## config.mk

```make
export PLATFORM = sky130hd
export DESIGN_NAME = instruction_fetch
export DESIGN_NICKNAME = d
export VERILOG_FILES = /design/src/rtl/riscv_fetch_pkg.sv /design/src/rtl/fetch_buffer.sv /design/src/rtl/instruction_fetch.sv
export SDC_FILE = /design/constraint.sdc
export NUM_CORES = 1
export LEC_CHECK = 0
export ABC_AREA = 1
export CORE_ASPECT_RATIO = 1.25
export CORE_MARGIN = 2
export CORE_UTILIZATION = 57
export DETAILED_ROUTE_END_ITERATION = 7
export DONT_BUFFER_PORTS = 1
export PLACE_DENSITY = 0.8
export REMOVE_ABC_BUFFERS = 1
export SLEW_MARGIN = 40
export SYNTH_ARGS = -nofsm -noshare
export SYNTH_HDL_FRONTEND = slang
export SYNTH_SLANG_ARGS = --single-unit
export TNS_END_PERCENT = 10
```

## constraint.sdc

```tcl
create_clock -name clk -period 4.1 [get_ports clk]
set_input_delay 0.615 -clock clk [delete_from_list [all_inputs] [get_ports clk]]
set_output_delay 0.615 -clock clk [all_outputs]
set_load 0.01 [all_outputs]
```

## src/rtl/riscv_fetch_pkg.sv

```systemverilog
// Shared types and sizing for the instruction fetch stage.
package riscv_fetch_pkg;

    localparam int INSTR_W    = 32;
    localparam int FIFO_DEPTH = 2;
    localparam int PTR_W      = 1;
    localparam int CNT_W      = 2;

    typedef enum logic {
        ST_RUN   = 1'b0,
        ST_FAULT = 1'b1
    } fetch_state_e;

    typedef struct packed {
        logic [INSTR_W-1:0] pc;
        logic [INSTR_W-1:0] word;
    } fetch_entry_t;

    function automatic logic pc_aligned(input logic [INSTR_W-1:0] pc);
        return pc[1:0] == 2'b00;
    endfunction

endpackage

```

## src/rtl/fetch_buffer.sv

```systemverilog
// Small FIFO of {pc, word} entries between fetch and decode; flush wins over push/pop.
module fetch_buffer
    import riscv_fetch_pkg::*;
(
    input  logic               clk,
    input  logic               reset,
    input  logic               flush_i,
    input  logic               push_i,
    input  fetch_entry_t       push_entry_i,
    input  logic               pop_i,
    output fetch_entry_t       head_o,
    output logic [CNT_W-1:0]   count_o
);

    logic [PTR_W-1:0] rd_ptr_q, rd_ptr_d;
    logic [PTR_W-1:0] wr_ptr_q, wr_ptr_d;
    logic [CNT_W-1:0] count_q, count_d;
    fetch_entry_t     slots [FIFO_DEPTH];

    // Payload slots carry no reset; the count alone decides what is valid.
    for (genvar gi = 0; gi < FIFO_DEPTH; gi++) begin : g_slot
        fetch_entry_t slot_q;
        always_ff @(posedge clk) begin
            if (push_i && !flush_i && wr_ptr_q == PTR_W'(gi)) begin
                slot_q <= push_entry_i;
            end
        end
        assign slots[gi] = slot_q;
    end

    always_comb begin
        rd_ptr_d = rd_ptr_q;
        wr_ptr_d = wr_ptr_q;
        count_d  = count_q;
        if (flush_i) begin
            rd_ptr_d = '0;
            wr_ptr_d = '0;
            count_d  = '0;
        end else begin
            if (push_i) wr_ptr_d = wr_ptr_q + PTR_W'(1);
            if (pop_i)  rd_ptr_d = rd_ptr_q + PTR_W'(1);
            case ({push_i, pop_i})
                2'b10:   count_d = count_q + CNT_W'(1);
                2'b01:   count_d = count_q - CNT_W'(1);
                default: count_d = count_q;
            endcase
        end
    end

    always_ff @(posedge clk) begin
        if (reset) begin
            rd_ptr_q <= '0;
            wr_ptr_q <= '0;
            count_q  <= '0;
        end else begin
            rd_ptr_q <= rd_ptr_d;
            wr_ptr_q <= wr_ptr_d;
            count_q  <= count_d;
        end
    end

    assign head_o  = slots[rd_ptr_q];
    assign count_o = count_q;

endmodule

```

## src/rtl/instruction_fetch.sv

```systemverilog
// Fetch stage: sequential PC, redirect handling and fault stop in front of a small decode buffer.
module instruction_fetch
    import riscv_fetch_pkg::*;
#(
    parameter logic [31:0] RESET_PC = 32'h0000_0000
) (
    input  logic               clk,
    input  logic               reset,
    output logic [31:0]        rom_read_address,
    input  logic [INSTR_W-1:0] rom_read_data,
    input  logic               rom_illegal_read_address,
    input  logic               redirect_valid,
    input  logic [31:0]        redirect_pc,
    output logic               instr_valid,
    input  logic               instr_ready,
    output logic [INSTR_W-1:0] instr_data,
    output logic [31:0]        instr_pc,
    output logic               fetch_fault,
    output logic [31:0]        fault_pc
);

    fetch_state_e     state_q, state_d;
    logic [31:0]      pc_q, pc_d;
    logic [31:0]      fault_pc_q, fault_pc_d;
    logic [CNT_W-1:0] count;
    fetch_entry_t     head;
    fetch_entry_t     push_entry;
    logic             pop;
    logic             push_slot;
    logic             pc_legal;
    logic             push;

    assign rom_read_address = pc_q;
    assign instr_valid      = (count != '0);
    assign pop              = instr_valid && instr_ready && !redirect_valid;
    // A slot exists when not full, or when the head leaves in this same cycle.
    assign push_slot        = (state_q == ST_RUN) && !redirect_valid
                              && ((count < CNT_W'(FIFO_DEPTH)) || pop);
    assign pc_legal         = pc_aligned(pc_q) && !rom_illegal_read_address;
    assign push             = push_slot && pc_legal;
    assign push_entry       = '{pc: pc_q, word: rom_read_data};

    always_comb begin
        state_d    = state_q;
        pc_d       = pc_q;
        fault_pc_d = fault_pc_q;
        if (redirect_valid) begin
            state_d = ST_RUN;
            pc_d    = redirect_pc;
        end else if (push_slot) begin
            if (pc_legal) begin
                pc_d = pc_q + 32'd4;
            end else begin
                state_d    = ST_FAULT;
                fault_pc_d = pc_q;
            end
        end
    end

    always_ff @(posedge clk) begin
        if (reset) begin
            state_q    <= ST_RUN;
            pc_q       <= RESET_PC;
            fault_pc_q <= '0;
        end else begin
            state_q    <= state_d;
            pc_q       <= pc_d;
            fault_pc_q <= fault_pc_d;
        end
    end

    fetch_buffer u_fetch_buffer (
        .clk          (clk),
        .reset        (reset),
        .flush_i      (redirect_valid),
        .push_i       (push),
        .push_entry_i (push_entry),
        .pop_i        (pop),
        .head_o       (head),
        .count_o      (count)
    );

    // Older buffered instructions drain before the fault becomes visible.
    assign fetch_fault = (state_q == ST_FAULT) && (count == '0);
    assign fault_pc    = fault_pc_q;
    assign instr_data  = head.word;
    assign instr_pc    = head.pc;

endmodule
```

==> impl_metrics.tcl <==
set metrics [dict create \
    status "completed" \
    fmax_mhz 438 \
    htreeDepth 4 \
    critical_path.most_common_cell "nand2_1" \
    synth.avg_cell_area_um2 9.56 \
    io_pins 199 \
    synth_area_um2 8110 \
    crit_arrival_ps 1670 \
    overflow 0 \
    timing.final.crit_share 0.557 \
    cts_resized 0 \
    crit_chain "buf_4, nand2_1, nand2_1" \
    path_clk_slew_ps 70 \
    drt_iter0_drc 466 \
    cts_sinks 197 \
    routabilityCongestion 0.863 \
    antenna_left 0 \
    critPathBufInv 1 \
    cts_tree "yes" \
    cap_violations 0 \
    ir_drop_uv 253 \
    p_leak_uw 0.00333 \
    vias_per_cell 5.51 \
    start_util 0.585 \
    fin_crit_ps 2280 \
    ys_seq_elements 197 \
    antenna_found_initial 0 \
    post_cts_buffers 0 \
    cts_hold_buf 0 \
    drive_gt1_frac 0.0740 \
    die_height_um 137 \
    cp_max_fo 64 \
    crit_start "u_fetch_buffer.rd_ptr_q$_SDFFE_PP0P_" \
    yosys.cell_types.count 30 \
    max_slew.worst_pin.slew_ps 777 \
    ys.flop_type "edfxtp_1" \
    nNetsFinal 909 \
    startpoint_type "flip-flop" \
    slowest_delay_ps 550 \
    crit-reg2reg-launch "rom_read_address[1]$_SDFFE_PP0P_" \
    cts_buffers 17 \
    rsz0062_at_grt "no" \
    setup_viol 0 \
    num_antenna_cells 0 \
    dieArea_um2 15200 \
    synth_warnings 0 \
    min_path_type "in2reg" \
    crit_family "buffers and inverters" \
    coreArea_um2 13900 \
    areaGrowthSynthToFinish_pct 9.32 \
    crit_slowest_cell "buf_4" \
    grt_max_degree 67 \
    drc 0 \
    grt_pass1_vias 5417 \
    critPathKind "reg2out" \
    final_util 0.639 \
    num_vias 5651 \
    hp-start "reset" \
    async_flop_share 0 \
    place_hpwl_mm 11.8 \
    dr.pass1.iters 5 \
    clkLatencyLatePin_ps 420 \
    grt_pass1_wl_mm 28.0 \
    rows 48 \
    power.total_uw 4220 \
    grt.total_usage 0.235 \
    finalHoldViolCount 0 \
    drv_slew 0 \
    slew_headroom 0.482 \
    clock_path_buffers 2 \
    routed_wirelength_mm 17.8 \
    ys_seq_area_frac 0.644 \
    root_buffer "clkbuf_16" \
    critPathCaptureType "output pin" \
    die_w_um 111 \
    p_per_area_nw_per_um2 476 \
    critPathRequiredTime_ps 3480 \
    synth_edf_count 128 \
    finalClockSkew_ps 9.94 \
    avgRoutedWirePerCell_um 17.3 \
    portBuffers 0 \
    syn_inst 848 \
]
-- Yosys cell counts (2+ instances only) --
| master | number | area, um^2 |
|---|---|---|
| nand2_1 | 315 | 1180 |
| nand3_1 | 39 | 195 |
| buf_2 | 8 | 40.0 |
| buf_6 | 3 | 33.8 |
| edfxtp_1 | 128 | 3840 |
| a31oi_1 | 5 | 31.3 |
| xor2_1 | 3 | 26.3 |
| dfxtp_1 | 69 | 1380 |
| nor2_2 | 6 | 37.5 |
| a21boi_0 | 13 | 97.6 |
| buf_1 | 2 | 7.51 |
| inv_1 | 50 | 188 |
| ha_1 | 2 | 25.0 |
| nor2_1 | 60 | 225 |
| a22oi_1 | 6 | 45.0 |
| a21oi_1 | 50 | 250 |
| o21ai_0 | 44 | 220 |
| nand2_2 | 4 | 25.0 |
| clkbuf_1 | 21 | 78.8 |
| nor3_1 | 3 | 15.0 |
| nand3b_1 | 2 | 15.0 |
| nor2_4 | 7 | 78.8 |
-- registers in the layout, summed over array words and instances (netlist names) --
signal and cells:
u_fetch_buffer.wr_ptr_q 1, rom_read_address 32, state_q 1, u_fetch_buffer.g_slot.slot_q 128, u_fetch_buffer.rd_ptr_q 1, u_fetch_buffer.count_o 2
fault_pc 32
-- per-stage QoR --
step           hold slack [ps]  worst slack (ps)  TNS [ps]  instances  cell area (um^2)
6_report                   250              1820         0       1026              8860
5_1_grt                    233              1660         0       1026              8860
4_1_cts                    240              1810         0       1026              8860
3_5_place_dp               497              1860         0        994              8240
3_3_place_gp               477              1880         0        994              8240
2_1_floorplan              468              -415    -51280        813              7940
-- routing by layer --
metal / vias up / wire (um) / global-route usage
li1: 2776 / - / -
met1: 2594 / 7050 / 0.281
met2: 244 / 8570 / 0.397
met3: 37 / 1570 / 0.0722
met4: 0 / 595 / 0.101
met5: - / 0 / 0
-- path summary, 6_finish.rpt --
kind                                            end  slack (ps)  depth (start not counted)
max                                    instr_pc[22]        1820                          3
min               rom_read_address[20]$_SDFFE_PP0P_         250                          1
max reg2reg                fault_pc[6]$_SDFFE_PP0P_        1970                          8
min reg2reg  u_fetch_buffer.count_o[1]$_SDFFE_PP0P_         500                          2
-- layout by cell type (no fill, tap or decap), types with 2 or more instances in the layout --
cell type	instances
a21boi_0	13
a21oi_1	50
a22oi_1	6
a31oi_1	5
buf_4	5
bufinv_16	3
clkbuf_16	17
clkinv_4	3
clkinvlp_4	3
dfxtp_1	68
edfxtp_1	128
ha_1	2
inv_1	48
inv_2	2
inv_6	3
nand2_1	315
nand2_2	4
nand3_1	39
nand3b_1	2
nor2_1	58
nor2_2	5
nor2_4	10
nor3_1	3
o21ai_0	44
xor2_1	3
-- layout make-up --
class,count,area (um^2)
Fill cell,1106,5010
Sequential cell,197,5230
Tap cell,175,219
Inverter,51,194
Timing Repair Buffer,6,57.6
Multi-Input combinational cell,565,2540
Clock buffer,17,425
Clock inverter,15,198
-- logic make-up (layout without fill, tap and decap cells) --
group,count (synthesis),in the layout,synth area share
muxes,1,1,0.00123
AOI/OAI and AO/OA,120,120,0.0824
adders and majority gates,2,2,0.00309
DFF,197,197,0.644
and+or+nand+nor,438,438,0.220
xor gates and xnor gates,4,4,0.00432
buffers and inverters,86,89,0.0443
-- report_power, final --
part	total, uW	switching (uW)	internal, uW
clock	1720	742	976
combinational	209	145	63.9
sequential	2300	99.0	2200
-- worst register-to-register path: cells and delay by family, from the launching register on --
kind	cells	cell delay, ps
flops	1	470
simple gates	5	880
buf+inv	3	690
Power figures use the tool's default switching activity.
